$ cat src/rtl/noc_vc_split_pkg.sv
// ---------------------------------------------------------------------------
// noc_vc_split_pkg
// Shared NoC parameters and types for the VC split stage.
//   Noc_VC_Channel     default number of virtual channels
//   Noc_Data_Width     default flit width
//   Noc_VC_Fifo_Depth  default entries per VC FIFO
//   NOC_TYPE_W         width of the flit-type field, held in the flit MSBs
//   noc_flit_type_e    flit type encoding
//   noc_frame_state_e  per-VC framing checker state
//   sat_inc8           8-bit saturating increment
// ---------------------------------------------------------------------------
package noc_vc_split_pkg;

    localparam int Noc_VC_Channel    = 4;
    localparam int Noc_Data_Width    = 16;
    localparam int Noc_VC_Fifo_Depth = 8;

    // Flit type lives in in_flit[DATA_WIDTH-1 -: NOC_TYPE_W]
    localparam int NOC_TYPE_W = 2;

    typedef enum logic [1:0] {
        FLIT_BODY   = 2'b00,
        FLIT_TAIL   = 2'b01,
        FLIT_HEAD   = 2'b10,
        FLIT_SINGLE = 2'b11
    } noc_flit_type_e;

    typedef enum logic {
        FRAME_IDLE   = 1'b0,
        FRAME_IN_PKT = 1'b1
    } noc_frame_state_e;

    function automatic logic [7:0] sat_inc8(input logic [7:0] value);
        return (value == 8'hFF) ? value : value + 8'd1;
    endfunction

endpackage

$ cat src/rtl/noc_vc_split_if.sv
// ---------------------------------------------------------------------------
// noc_vc_split_if
// Link bundle around the VC split stage.
//   in_valid  [CHANNELS]             per-VC valid from upstream (one-hot)
//   in_flit   [DATA_WIDTH]           shared upstream flit bus
//   in_ready  [CHANNELS]             per-VC FIFO not full
//   vc_ready  [CHANNELS]             per-VC early warning (below threshold)
//   out_valid [CHANNELS]             per-VC head valid
//   out_flit  [CHANNELS*DATA_WIDTH]  per-VC head flit, VC i at [i*DATA_WIDTH +: DATA_WIDTH]
//   out_ready [CHANNELS]             per-VC downstream pop
// master: the environment (upstream sender plus downstream consumer).
// slave : the split stage itself.
// ---------------------------------------------------------------------------
interface noc_vc_split_if
    import noc_vc_split_pkg::*;
#(
    parameter int CHANNELS   = Noc_VC_Channel,
    parameter int DATA_WIDTH = Noc_Data_Width
) ();

    logic [CHANNELS-1:0]            in_valid;
    logic [DATA_WIDTH-1:0]          in_flit;
    logic [CHANNELS-1:0]            in_ready;
    logic [CHANNELS-1:0]            vc_ready;
    logic [CHANNELS-1:0]            out_valid;
    logic [CHANNELS*DATA_WIDTH-1:0] out_flit;
    logic [CHANNELS-1:0]            out_ready;

    modport master (
        output in_valid, in_flit, out_ready,
        input  in_ready, vc_ready, out_valid, out_flit
    );

    modport slave (
        input  in_valid, in_flit, out_ready,
        output in_ready, vc_ready, out_valid, out_flit
    );

endinterface

$ cat src/rtl/noc_vc_split_fifo.sv
// ---------------------------------------------------------------------------
// noc_vc_split_fifo
// Single-VC synchronous FIFO with registered storage (no fall-through).
//   clk, rst     clock, synchronous active-high reset
//   clear        synchronous flush
//   push, pop    write / read requests (internally gated by full / valid)
//   wr_data      flit to store
//   rd_data      head flit, stable until popped
//   valid        FIFO not empty
//   full         count == DEPTH
//   below_thr    count < THRESHOLD
// DEPTH need not be a power of two; pointers wrap explicitly.
// ---------------------------------------------------------------------------
module noc_vc_split_fifo
    import noc_vc_split_pkg::*;
#(
    parameter int DATA_WIDTH = Noc_Data_Width,
    parameter int DEPTH      = Noc_VC_Fifo_Depth,
    parameter int THRESHOLD  = Noc_VC_Fifo_Depth - 2
) (
    input  logic                  clk,
    input  logic                  rst,
    input  logic                  clear,
    input  logic                  push,
    input  logic                  pop,
    input  logic [DATA_WIDTH-1:0] wr_data,
    output logic [DATA_WIDTH-1:0] rd_data,
    output logic                  valid,
    output logic                  full,
    output logic                  below_thr
);

    localparam int PTR_W = $clog2(DEPTH);
    localparam int CNT_W = $clog2(DEPTH + 1);

    logic [DATA_WIDTH-1:0] mem [DEPTH];
    logic [PTR_W-1:0]      wr_ptr;
    logic [PTR_W-1:0]      rd_ptr;
    logic [CNT_W-1:0]      count;
    logic                  do_push;
    logic                  do_pop;

    function automatic logic [PTR_W-1:0] next_ptr(input logic [PTR_W-1:0] ptr);
        return (ptr == PTR_W'(DEPTH - 1)) ? '0 : ptr + 1'b1;
    endfunction

    // A full FIFO refuses a push even if it is being popped in the same cycle
    assign do_push = push & ~full;
    assign do_pop  = pop & valid;

    always_ff @(posedge clk) begin
        if (rst || clear) begin
            wr_ptr <= '0;
            rd_ptr <= '0;
            count  <= '0;
        end else begin
            if (do_push) wr_ptr <= next_ptr(wr_ptr);
            if (do_pop)  rd_ptr <= next_ptr(rd_ptr);
            case ({do_push, do_pop})
                2'b10:   count <= count + 1'b1;
                2'b01:   count <= count - 1'b1;
                default: ;
            endcase
        end
    end

    // Storage carries no reset; emptiness is tracked by count alone
    always_ff @(posedge clk) begin
        if (do_push && !rst && !clear) mem[wr_ptr] <= wr_data;
    end

    assign rd_data   = mem[rd_ptr];
    assign valid     = (count != '0);
    assign full      = (count == CNT_W'(DEPTH));
    assign below_thr = (count < CNT_W'(THRESHOLD));

endmodule

$ cat src/rtl/noc_vc_split.sv
// ---------------------------------------------------------------------------
// noc_vc_split
// Router input stage: demultiplexes one shared flit link into CHANNELS
// independent per-VC FIFOs, selected by the one-hot in_valid.
//   noc_clk, noc_rst  clock, synchronous active-high reset
//   i_clear           synchronous flush of all VC FIFOs (errors kept)
//   link (slave)      in_valid/in_flit/in_ready/vc_ready upstream,
//                     out_valid/out_flit/out_ready downstream
//   o_err             sticky per-VC framing error
//   o_err_count       saturating framing error count
// Optional: define NOC_VC_SPLIT_CHECK_EN to enable per-VC framing checkers;
// otherwise o_err and o_err_count are tied to zero.
// ---------------------------------------------------------------------------
module noc_vc_split
    import noc_vc_split_pkg::*;
#(
    parameter int CHANNELS   = Noc_VC_Channel,
    parameter int DATA_WIDTH = Noc_Data_Width,
    parameter int DEPTH      = Noc_VC_Fifo_Depth,
    parameter int THRESHOLD  = Noc_VC_Fifo_Depth - 2
) (
    input  logic                noc_clk,
    input  logic                noc_rst,
    input  logic                i_clear,
    noc_vc_split_if.slave       link,
    output logic [CHANNELS-1:0] o_err,
    output logic [7:0]          o_err_count
);

    logic                           one_hot;
    logic [CHANNELS-1:0]            push;
    logic [CHANNELS-1:0]            pop;
    logic [CHANNELS-1:0]            full;
    logic [CHANNELS-1:0]            valid;
    logic [CHANNELS-1:0]            below;
    logic [DATA_WIDTH-1:0]          head [CHANNELS];
    logic [CHANNELS*DATA_WIDTH-1:0] head_bus;

    // A multi-hot in_valid is malformed; nothing is written in that cycle
    assign one_hot = $onehot(link.in_valid);
    assign push    = link.in_valid & ~full & {CHANNELS{one_hot}};
    assign pop     = valid & link.out_ready;

    for (genvar i = 0; i < CHANNELS; i++) begin : g_vc
        noc_vc_split_fifo #(
            .DATA_WIDTH (DATA_WIDTH),
            .DEPTH      (DEPTH),
            .THRESHOLD  (THRESHOLD)
        ) u_fifo (
            .clk       (noc_clk),
            .rst       (noc_rst),
            .clear     (i_clear),
            .push      (push[i]),
            .pop       (pop[i]),
            .wr_data   (link.in_flit),
            .rd_data   (head[i]),
            .valid     (valid[i]),
            .full      (full[i]),
            .below_thr (below[i])
        );
        assign head_bus[i*DATA_WIDTH +: DATA_WIDTH] = head[i];
    end

    // Ready flags come only from registered counts, never from out_ready
    assign link.in_ready  = ~full;
    assign link.vc_ready  = below;
    assign link.out_valid = valid;
    assign link.out_flit  = head_bus;

`ifdef NOC_VC_SPLIT_CHECK_EN
    noc_frame_state_e    frame_state [CHANNELS];
    noc_flit_type_e      flit_type;
    logic                multi_hot;
    logic [CHANNELS-1:0] frame_err;

    assign flit_type = noc_flit_type_e'(link.in_flit[DATA_WIDTH-1 -: NOC_TYPE_W]);
    assign multi_hot = (link.in_valid != '0) && !one_hot;

    // Only flits actually accepted into a FIFO are framing-checked
    always_comb begin
        frame_err = '0;
        for (int i = 0; i < CHANNELS; i++) begin
            if (push[i]) begin
                if (frame_state[i] == FRAME_IDLE)
                    frame_err[i] = (flit_type == FLIT_BODY) || (flit_type == FLIT_TAIL);
                else
                    frame_err[i] = (flit_type == FLIT_HEAD) || (flit_type == FLIT_SINGLE);
            end
        end
    end

    // Framing FSMs plus error flags; a flush discards partial packets, so
    // the FSMs return to IDLE but the error history survives
    always_ff @(posedge noc_clk) begin
        if (noc_rst) begin
            for (int i = 0; i < CHANNELS; i++) frame_state[i] <= FRAME_IDLE;
            o_err       <= '0;
            o_err_count <= '0;
        end else if (i_clear) begin
            for (int i = 0; i < CHANNELS; i++) frame_state[i] <= FRAME_IDLE;
        end else begin
            for (int i = 0; i < CHANNELS; i++) begin
                if (push[i]) begin
                    case (frame_state[i])
                        FRAME_IDLE:
                            if (flit_type == FLIT_HEAD) frame_state[i] <= FRAME_IN_PKT;
                        FRAME_IN_PKT:
                            if (flit_type == FLIT_TAIL) frame_state[i] <= FRAME_IDLE;
                        default:
                            frame_state[i] <= FRAME_IDLE;
                    endcase
                end
            end
            o_err <= o_err | frame_err;
            // At most one error event per cycle: one-hot and multi-hot exclude each other
            if (multi_hot || (frame_err != '0)) o_err_count <= sat_inc8(o_err_count);
        end
    end
`else
    assign o_err       = '0;
    assign o_err_count = '0;
`endif

endmodule
$ cat src/flat_wrapper.sv
// flat-port wrapper written by rule: the top's interface ports become plain ports
module noc_vc_split_flat import noc_vc_split_pkg::*;
#(
    parameter int CHANNELS   = Noc_VC_Channel,
    parameter int DATA_WIDTH = Noc_Data_Width,
    parameter int DEPTH      = Noc_VC_Fifo_Depth,
    parameter int THRESHOLD  = Noc_VC_Fifo_Depth - 2
)
  (noc_clk, noc_rst, i_clear, o_err, o_err_count, link_in_valid, link_in_flit, link_out_ready, link_in_ready, link_vc_ready, link_out_valid, link_out_flit);
  noc_vc_split_if #(.CHANNELS(CHANNELS), .DATA_WIDTH(DATA_WIDTH)) link_i ();
  input  logic noc_clk;
  input  logic noc_rst;
  input  logic i_clear;
  output logic [CHANNELS-1:0] o_err;
  output logic [7:0] o_err_count;
  input wire logic [$bits(link_i.in_valid)-1:0] link_in_valid;
  input wire logic [$bits(link_i.in_flit)-1:0] link_in_flit;
  input wire logic [$bits(link_i.out_ready)-1:0] link_out_ready;
  output wire logic [$bits(link_i.in_ready)-1:0] link_in_ready;
  output wire logic [$bits(link_i.vc_ready)-1:0] link_vc_ready;
  output wire logic [$bits(link_i.out_valid)-1:0] link_out_valid;
  output wire logic [$bits(link_i.out_flit)-1:0] link_out_flit;
  assign link_i.in_valid = link_in_valid;
  assign link_i.in_flit = link_in_flit;
  assign link_i.out_ready = link_out_ready;
  assign link_in_ready = link_i.in_ready;
  assign link_vc_ready = link_i.vc_ready;
  assign link_out_valid = link_i.out_valid;
  assign link_out_flit = link_i.out_flit;
  noc_vc_split #(.CHANNELS(CHANNELS), .DATA_WIDTH(DATA_WIDTH), .DEPTH(DEPTH), .THRESHOLD(THRESHOLD)) u_core (.noc_clk(noc_clk), .noc_rst(noc_rst), .i_clear(i_clear), .link(link_i), .o_err(o_err), .o_err_count(o_err_count));
endmodule
$ cat config.mk
export PLATFORM = sky130hd
export DESIGN_NAME = noc_vc_split_flat
export DESIGN_NICKNAME = d
export VERILOG_FILES = /design/src/rtl/noc_vc_split_pkg.sv /design/src/rtl/noc_vc_split_if.sv /design/src/rtl/noc_vc_split_fifo.sv /design/src/rtl/noc_vc_split.sv /design/src/flat_wrapper.sv
export SDC_FILE = /design/constraint.sdc
export NUM_CORES = 1
export LEC_CHECK = 0
export CAP_MARGIN = 15
export CORE_ASPECT_RATIO = 1.5
export CORE_UTILIZATION = 30
export DETAILED_ROUTE_END_ITERATION = 10
export DONT_BUFFER_PORTS = 1
export PLACE_DENSITY = 0.56
export REMOVE_ABC_BUFFERS = 1
export SKIP_CTS_REPAIR_TIMING = 1
export SYNTH_ARGS = -nofsm -noshare
export SYNTH_HDL_FRONTEND = slang
export SYNTH_SLANG_ARGS = --single-unit
export TNS_END_PERCENT = 30
$ cat constraint.sdc
create_clock -name noc_clk -period 4.3 [get_ports noc_clk]
set_input_delay 0.86 -clock noc_clk [delete_from_list [all_inputs] [get_ports noc_clk]]
set_output_delay 0.86 -clock noc_clk [all_outputs]
set_load 0.05 [all_outputs]
==> results of run 1 <==
-- sequential cells by signal (all words and copies together), names as in the netlist, named ones only --
| register | flops |
|---|---|
| u_core.g_vc.u_fifo.count | 16 |
| u_core.g_vc.u_fifo.rd_ptr | 12 |
| u_core.g_vc.u_fifo.wr_ptr | 12 |
| u_core.g_vc.u_fifo.mem | 512 |
-- critical path: stages (launching register included) --
cell	delay, ps
dfxtp_2	720
buf_4	350
mux4_2	540
mux2_2	420
-- per-stage QoR --
step	instances	cell area, µm²	worst slack (ps)	util
after floorplan	1034	21800	-19.6	-
after global placement	2062	23400	426	0.321
after detailed placement	2062	23400	318	0.321
after CTS	2155	25100	669	0.344
after global routing	2155	25100	609	0.344
final	2155	25100	806	0.344
-- kinds of logic (layout without fill, tap and decap cells) --
family,count (synthesis),in the layout,share of synthesized area
muxes,198,198,0.166
DFF,564,564,0.742
buffers and inverters,85,157,0.0201
other,1,12,0.000170
AOI/OAI and AO/OA,46,46,0.0113
xor gates and xnor gates,8,8,0.00317
adders and majority gates,36,36,0.0221
and+or+nand+nor,150,150,0.0353
-- power groups by stage --
stage | registers (µW) | clock network (µW) | logic [µW]
after global routing | 6010 | 4880 | 307
after global placement | 6130 | 0 | 286
after CTS | 6010 | 4700 | 292
after detailed placement | 6130 | 0 | 291
after floorplan | 6130 | 0 | 229
final | 6010 | 4570 | 285
-- cells in the final DEF (no fill, tap or decap), types with 3 or more instances in the layout --
master	instances
nor2_1	56
mux2_2	64
o21ai_0	4
o31ai_1	4
or3_1	16
clkbuf_16	51
nor3_2	8
a211oi_1	4
or4_1	4
edfxtp_1	512
clkinv_1	13
mux4_2	128
and4b_1	4
nand3_1	10
a21oi_1	34
buf_4	44
dfxtp_2	4
clkinv_8	3
nand2_1	30
inv_1	20
ha_1	31
nand3_2	3
clkinv_2	7
clkbuf_1	8
bufinv_16	6
fa_1	5
conb_1	12
nand2b_1	8
or4b_1	4
xor2_1	8
mux2i_1	6
dfxtp_1	48
-- metal layers --
layer  share of wire  wire length [µm]  global-route usage  vias up
met3           0.046              2160              0.0259       80
met5               0                 0                   0        -
met2            0.53             25000               0.230      189
li1                -                 -                   -     4447
met1            0.39             18500               0.143     5308
met4           0.028              1320              0.0444        0
-- final timing paths --
path         slack [ps]  depth (start not counted)                            start                               end
max                 810                          3                             flop                 link_out_flit[50]
min                 350                          0                 link_in_flit[11]  u_core.g_vc[3].u_fifo.mem[5][11]
max reg2reg        1160                          9   u_core.g_vc[3].u_fifo.count[0]    u_core.g_vc[3].u_fifo.count[3]
min reg2reg         490                          2  u_core.g_vc[2].u_fifo.rd_ptr[1]                              flop
-- layout make-up --
type / instances / area [µm²] / area share
Clock inverter: 34 / 367 / 0.0146
Inverter: 20 / 75.1 / 0.00300
Multi-Input combinational cell: 450 / 5330 / 0.213
Timing Repair Buffer: 44 / 330 / 0.0132
Tap cell: 984 / 1230 / 0.0491
Clock buffer: 59 / 1310 / 0.0521
Sequential cell: 564 / 16400 / 0.655
==> metrics.txt, run 1 <==
Clock Sinks=564; final setup TNS=0 ps; P_int=8640 µW; Final Power=10900 µW; critical path required time=3440 ps; Min Hold Slack=352 ps; asr flop ratio synth=0; Remaining DRCs=0; CTS buffer count=51; switching pwr=2220 µW; max_slew headroom=0.256; Antenna Violating Nets Remaining=0; Worst Hold Class=primary input to flop; gpl congestion=0.718; routed via count=10000; Setup Skew=28.9 ps; Max Slew Vio Count=0; total grt overflow=0; Pre-Repair DR Iteration Count=4; # Max-Cap Violations=0; combinational power share=0.026; Fmax=286 MHz; # rows=121; unrepaired setup endpoints after global routing=false; Flop pwr share=0.553; GRT Total Usage=0.125; maximum VDD drop=308 µV; Cells after Synth=1088; most numerous cell in the Yosys netlist=edfxtp_1; Sw Share=0.205; clock power share=0.421; clk buf depth=3; period utilization=0.813; pwr dens=433 mW/mm²; CP Class=flop to primary output; clk root buf=clkbuf_16; layout cell share with drive strength beyond 1=0.280; Slew @ Worst Pin=1120 ps; leakage power=0.00771 µW; Core ar.=0.0728 mm²; vias per cell=4.65; ranking of synthesized cells by area=edfxtp_1 (70%), mux4_2 (13%), dfxtp_1 (4.7%); HPWL Detailed=28300 µm; Setup crit end kind=primary output; Clock transition at path regs=60 ps; Syn Std Cell Area=0.0221 mm²; Post-Route WL=46900 µm; largest area contributor in the netlist=edfxtp_1; routed length per instance=21.8 µm; commonest cells in the netlist=edfxtp_1 (512), mux4_2 (128), mux2_2 (64); Total Nets Final=1194; Yosys cell types=34; Critical Path Fanout Max=17; Die Ht=335 µm; Mean Syn Cell Area=20.3 µm²; antenna cells=0; boundary pin count=115; EDFF count, synth=512; first-pass GRT wire length=68800 µm; Initial DRC Count=608; Synth Flop Type=edfxtp_1; Starting Density=0.304; top-area cell type share of the netlist area=0.695; fill cell count=6774; Final min period=3490 ps; Setup violations, final=0; DIE AREA=0.0748 mm²; initial antenna violation count=0; Seq/Total Area, Yosys=0.742; vias in the first global route=10700; Hold Fails Final Rpt=0; Synth Register Bits=564; Clk Latency, worst-skew pair=600 ps; outcome=finished, final reports clean; DIE WIDTH=224 µm; # port buffers=0; largest net degree at the start of global routing=39; Layout Area Growth over Synthesis=13.3%; Crit path arrival time=2630 ps; # H-tree levels=2; Critical Path Start Type=flop; TritonCTS clock tree=yes; YS warnings=0
Note: power is estimated with default switching activity, not from simulation.
==> run 2: changes to the inputs <==
Clock period 4.3 ns to 3.19 ns, I/O delays scaled along.
==> metrics.txt, run 2 (synthesized netlist as in run 1, its figures left out) <==
Critical Path Start Type=flop; outcome=finished, final reports clean; vias in the first global route=10700 (+0.20%); Min Hold Slack=156 ps (-196 ps); Slew @ Worst Pin=879 ps (-241 ps); M2 GR Usage=0.229 (about the same); R2R Setup Slk=390 ps (-770 ps); Layout Cells excl Fill=2187 (+1.5%); clk root buf=clkbuf_16; DIE WIDTH=224 µm (unchanged); Reg area=0.0164 mm² (about the same); Clock transition at path regs=60 ps (about the same); Clock Sinks=564 (unchanged); Starting Density=0.304 (unchanged); TritonCTS clock tree=yes; Setup WS post-layout=156 ps (-650 ps); # Max-Cap Violations=0 (unchanged); grt met1 use=0.152 (+0.00928); most common cell after layout, fill and taps aside=edfxtp_1; HP Start=link_in_flit[5]; Layout Area Growth over Synthesis=16.0%; first-pass GRT wire length=70100 µm (+2.0%); # H-tree levels=2 (unchanged); pwr dens=565 mW/mm² (+30%); Worst Reg2Reg Path Length in Cells=9 (unchanged); largest registers=u_core.g_vc.u_fifo.mem (512), u_core.g_vc.u_fifo.count (16); boundary pin count=115 (unchanged); max reg flops=512 (unchanged); Max Slew Vio Count=0 (unchanged); leakage power=0.00792 µW (+2.8%); Crit path arrival time=2400 ps (-230 ps); antenna cells=0 (unchanged); Hold Fails Final Rpt=0 (unchanged); DIE AREA=0.0748 mm² (unchanged); layout cell share with drive strength beyond 1=0.302 (+0.0216); Worst Hold Class=primary input to flop; Hold Path Sink=u_core.g_vc[2].u_fifo.mem[0][5]; Post-Route WL=47200 µm (+0.53%); multi-input logic area=0.00533 mm² (unchanged); Antenna Violating Nets Remaining=0 (unchanged); commonest non-fill, non-tap cells in the layout=edfxtp_1 (512), mux4_2 (128), mux2_2 (64); gpl congestion=0.719 (+0.15%); largest net degree at the start of global routing=33 (-15%); Total Nets Final=1227 (+2.8%); Pre-Repair DR Iteration Count=5 (+1); maximum VDD drop=372 µV (+21%); HPWL Detailed=30100 µm (+6.2%); max_slew headroom=0.413 (+0.158); period utilization=0.951; Fmax=330 MHz; GRT Total Usage=0.127 (+0.00189); clk buf depth=3 (unchanged); total grt overflow=0 (unchanged); worst r2r src=u_core.g_vc[3].u_fifo.count[1]; CP top delay family=multiplexers; Setup violations, final=0 (unchanged); Initial DRC Count=569 (-6.4%); Biggest register=u_core.g_vc.u_fifo.mem; Buf/Inv on CP=1 (unchanged); Setup crit end kind=primary output; fill cell count=6711 (-0.93%); CP peak stage delay=560 ps (-160 ps); Setup Skew=32.8 ps (+3.90 ps); Hold Path Stages=0 (unchanged); routed length per instance=21.6 µm (-0.94%); # port buffers=0 (unchanged); Clk Latency, worst-skew pair=580 ps (-20 ps); # rows=121 (unchanged); FF-to-FF End=u_core.g_vc[3].u_fifo.count[3]; M3 GR Usage=0.0220 (-0.00394); Critical Path Fanout Max=23 (+6); dpl ws=-419 ps (-737 ps); gr busiest metal=met2; Worst path slowest cell=dfxtp_2; Remaining DRCs=0 (unchanged); Die Ht=335 µm (unchanged); CTS buffer count=49 (-3.9%); critical path required time=2550 ps (-890 ps); initial antenna violation count=0 (unchanged); placed insts=2097 (+1.7%); CP Class=flop to primary output; Final min period=3030 ps; vias per cell=4.62 (-0.74%); routed via count=10100 (+0.74%); final setup TNS=0 ps (unchanged); Core ar.=0.0728 mm² (unchanged); Critical Path, Cell by Cell=buf_12 > mux4_2 > mux2_2; unrepaired setup endpoints after global routing=false
-- run 2: cell types whose count changed in the layout (fill, tap and decap cells not counted), sizes merged --
cell and delta:
bufinv -1, clkinvlp +2, buf +35, clkbuf +5, clkinv -7, inv -2
-- run 2: routing by layer --
metal / vias up / wire length [µm]
li1: 4520 / -
met5: - / 0
met1: 5302 / 18800
met3: 59 / 2060
met4: 0 / 1160
met2: 217 / 25200
-- run 2: stage by stage --
step / cell area [µm²] / total power, µW / util
2_1_floorplan: 21800 / 8570 / -
3_3_place_gp: 24000 / 8690 / 0.330
5_1_grt: 25600 / 14900 / 0.352
4_1_cts: 25600 / 14700 / 0.352
3_5_place_dp: 24000 / 8700 / 0.330
6_report: 25600 / 14500 / 0.352
-- run 2: layout make-up --
class                      instances  share of cell area
tap                              984              0.0480
timing repair buffer              79              0.0382
multi-input combinational        450               0.208
clock buffer                      64              0.0512
inverter                          20             0.00293
sequential                       564               0.640
clock inverter                    26              0.0113
-- run 2: worst max path at each step --
stage / startpoint / endpoint / slack, ps / cells past startpoint
5_1_grt: flop / link_out_flit[30] / 20 / 3
3_3_place_gp: link_in_valid[2] / u_core.g_vc[0].u_fifo.mem[4][0] / -350 / 9
2_1_floorplan: link_in_valid[2] / u_core.g_vc[3].u_fifo.mem[0][0] / -910 / 7
4_1_cts: flop / link_out_flit[6] / 20 / 3
3_5_place_dp: link_in_valid[2] / u_core.g_vc[0].u_fifo.mem[5][0] / -420 / 9
6_report: flop / link_out_flit[30] / 160 / 3
-- run 2: worst register-to-register path: stages (launching register included) --
cell and delay, ps:
dfxtp_1 380, or4_1 690, nand2_1 290, inv_1 150
ha_1 240, ha_1 330, a21oi_1 100, a211oi_1 320
o21ai_0 140, o31ai_1 70
-- run 2: power breakdown --
| part | internal, µW | total (µW) | switching [µW] |
|---|---|---|---|
| Clock | 3340 | 5960 | 2620 |
| Combinational | 148 | 433 | 285 |
| Sequential | 8070 | 8090 | 17.1 |
==> run 3: changes to the inputs <==
--- a/config.mk
+++ b/config.mk
@@ -7,2 +7,3 @@
 export LEC_CHECK = 0
+export BUFFER_PORTS_ARGS = -buffer_cell sky130_fd_sc_hd__buf_2
 export CAP_MARGIN = 15
@@ -11,4 +12,3 @@
 export DETAILED_ROUTE_END_ITERATION = 10
-export DONT_BUFFER_PORTS = 1
-export PLACE_DENSITY = 0.56
+export PLACE_DENSITY = 0.57
 export REMOVE_ABC_BUFFERS = 1
@@ -17,2 +17,3 @@
 export SYNTH_HDL_FRONTEND = slang
+export SYNTH_HIERARCHICAL = 1
 export SYNTH_SLANG_ARGS = --single-unit
--- a/constraint.sdc
+++ b/constraint.sdc
@@ -3,2 +3,2 @@
 set_output_delay 0.638 -clock noc_clk [all_outputs]
-set_load 0.05 [all_outputs]
+set_load 0.005 [all_outputs]
==> metrics.txt, run 3 <==
Mean Syn Cell Area=20.7 µm² (+1.6%); period utilization=1.02 (+0.0738); commonest non-fill, non-tap cells in the layout=edfxtp_1 (512), mux4_1 (124), buf_2 (100); Antenna Violating Nets Remaining=0 (unchanged); CP peak stage delay=520 ps (-40 ps); TritonCTS clock tree=yes; Pre-Repair DR Iteration Count=5 (unchanged); Post-Route WL=49800 µm (+5.7%); vias in the first global route=11400 (+6.9%); asr flop ratio synth=0 (unchanged); largest area contributor in the netlist=edfxtp_1; Flop pwr share=0.549 (-0.010); EDFF count, synth=512 (unchanged); most common cell after layout, fill and taps aside=edfxtp_1; Die Ht=339 µm (+1.4%); Clock Sinks=564 (unchanged); gpl congestion=0.754 (+4.8%); failing checks=setup timing; largest net degree at the start of global routing=33 (unchanged); Biggest register=u_core/g_vc.u_fifo/mem; Clock transition at path regs=70 ps (about the same); # Max-Cap Violations=0 (unchanged); Final min period=3270 ps (+236 ps); DIE AREA=0.0770 mm² (+2.9%); ranking of synthesized cells by area=edfxtp_1 (68%), mux4_1 (14%), dfxtp_1 (4.6%); pwr dens=545 mW/mm² (-3.5%); Sw Share=0.200 (-0.00218); Setup WS post-layout=-79.2 ps (-236 ps); CP top delay family=simple AND/OR/NAND/NOR gates; fin util=0.361 (+0.00860); Layout Area Growth over Synthesis=19.0%; Seq/Total Area, Yosys=0.721 (-0.0211); DIE WIDTH=227 µm (+1.4%); placed insts=2236 (+6.6%); fill cell count=7018 (+4.6%); most numerous cell in the Yosys netlist=edfxtp_1; Synth Flop Type=edfxtp_1; Yosys cell types=36 (+5.9%); routed length per instance=21.4 µm (-0.75%); total grt overflow=0 (unchanged); CTS buffer count=49 (unchanged); unrepaired setup endpoints after global routing=true; final setup TNS=-3030 ps (-3030 ps); vias per cell=4.64 (+0.57%); leakage power=0.00884 µW (+12%); first-pass GRT wire length=73300 µm (+4.5%); layout cell share with drive strength beyond 1=0.296 (-0.00528); HPWL Detailed=31300 µm (+3.9%); YS warnings=6 (+6); GRT Total Usage=0.129 (+0.00224); antenna cells=0 (unchanged); Setup violations, final=73 (+73); Layout Cells excl Fill=2329 (+6.5%); Starting Density=0.303 (-0.000611); Initial DRC Count=582 (+2.3%); boundary pin count=115 (unchanged); critical path required time=3480 ps (+930 ps); commonest cells in the netlist=edfxtp_1 (512), mux4_1 (124), mux2_2 (64); Buf/Inv on CP=5 (+4); Slew @ Worst Pin=771 ps (-108 ps); top-area cell type share of the netlist area=0.675 (-0.0198); outcome=finished, violations left; max reg flops=512 (unchanged); Crit path arrival time=3550 ps (+1150 ps); Remaining DRCs=0 (unchanged); clk buf depth=3 (unchanged); CP Class=primary input to flop; Clk Latency, worst-skew pair=590 ps (about the same); initial antenna violation count=4 (+4); Setup crit end kind=flop; clk root buf=clkbuf_16; R2R Setup Slk=580 ps (+190 ps); Fmax=306 MHz (-7.2%); Critical Path Start Type=primary input; P_int=11800 µW (+2.2%); Critical Path, Cell by Cell=buf_6 > inv_4 > fa_1 > inv_1 > ha_2 > ha_4 > or3b_4 > nor3b_2 > a21bo_2 > buf_4 > or3_4 > nor3_4 > buf_12; Syn Std Cell Area=0.0228 mm² (+2.9%); Max Slew Vio Count=0 (unchanged); # port buffers=102 (+102); combinational power share=0.029 (about the same); clock power share=0.422 (+0.011); Critical Path Fanout Max=12 (-48%); # rows=123 (+1.7%); Core ar.=0.0751 mm² (+3.1%); Setup Skew=13.4 ps (-19.4 ps); largest registers=u_core/g_vc.u_fifo/mem (512), u_core/g_vc.u_fifo/count (16); Hold Fails Final Rpt=0 (unchanged); Worst path slowest cell=fa_1; # H-tree levels=2 (unchanged); routed via count=10800 (+7.1%); max_slew headroom=0.486 (+0.0731); Cells after Synth=1102 (+1.3%); Total Nets Final=1354 (+10%); switching pwr=2950 µW (+0.81%); Worst Hold Class=flop to flop; maximum VDD drop=338 µV (-9.2%); Synth Register Bits=564 (unchanged)
[run 3: cell count changes in the layout (fill, tap and decap cells not counted), moves of 11 or more]
| cell | change |
|---|---|
| buf_2 | +100 |
| mux4_1 | +124 |
| buf_6 | +11 |
| mux4_2 | -124 |
| ha_1 | -12 |
[run 3: path summary, 6_finish.rpt]
path                                   start                               to  depth (start not counted)
max                         link_in_valid[0]  u_core/g_vc[2].u_fifo/mem[0][1]                         13
min          u_core/g_vc[1].u_fifo/rd_ptr[2]  u_core/g_vc[1].u_fifo/rd_ptr[2]                          2
max reg2reg   u_core/g_vc[1].u_fifo/count[2]   u_core/g_vc[1].u_fifo/count[3]                         10
min reg2reg  u_core/g_vc[1].u_fifo/rd_ptr[2]  u_core/g_vc[1].u_fifo/rd_ptr[2]                          2
[run 3: cell families (layout without fill, tap and decap cells)]
kind of cell	Yosys count	after routing	synth area share
adders and majority gates	35	35	0.0209
AOI/OAI and AO/OA	48	48	0.0123
buffers and inverters	85	301	0.0228
xor gates and xnor gates	8	8	0.00308
other	1	12	0.000165
DFF	564	564	0.721
muxes	200	200	0.182
and+or+nand+nor	161	161	0.0373
[run 3: worst register-to-register path: stages, from the launching register on]
cell	delay (ps)
dfxtp_1	370
or4_4	600
and2_1	230
nand2_1	140
inv_1	110
ha_4	200
ha_1	290
nand3_1	110
and4b_1	230
o21ai_1	130
o31ai_1	80
[run 3: routing by layer]
layer,global-route usage,up-vias,part of all wire
met5,0,-,0.00068
met4,0.0403,6,0.022
met3,0.0188,62,0.038
met2,0.238,205,0.54
met1,0.153,5641,0.40
li1,-,4901,-
[run 3: final cells by class]
cell class,instances,area [µm²],area share
clock buffer,54,1240,0.0459
multi-input combinational,464,6130,0.226
timing repair buffer,188,1530,0.0566
inverter,25,98.8,0.00365
sequential,564,16400,0.606
tap,1000,1250,0.0462
clock inverter,34,424,0.0157
[run 3: power groups by stage]
| stage | combinational [µW] | clock, µW | sequential [µW] |
|---|---|---|---|
| 6_report | 435 | 6230 | 8100 |
| 5_1_grt | 479 | 6630 | 8100 |
| 4_1_cts | 418 | 6400 | 8100 |
| 3_5_place_dp | 417 | 0 | 8260 |
| 3_3_place_gp | 406 | 0 | 8260 |
| 2_1_floorplan | 152 | 0 | 8260 |
[run 3: through the flow]
stage	hold WS [ps]	setup WS, ps	total power, µW	cell area (µm²)
after floorplan	454	-837	8410	22400
after global placement	470	-794	8670	25100
after detailed placement	479	-828	8680	25100
after CTS	475	-214	14900	26800
after global routing	525	-154	15200	27100
final	485	-79.2	14800	27100
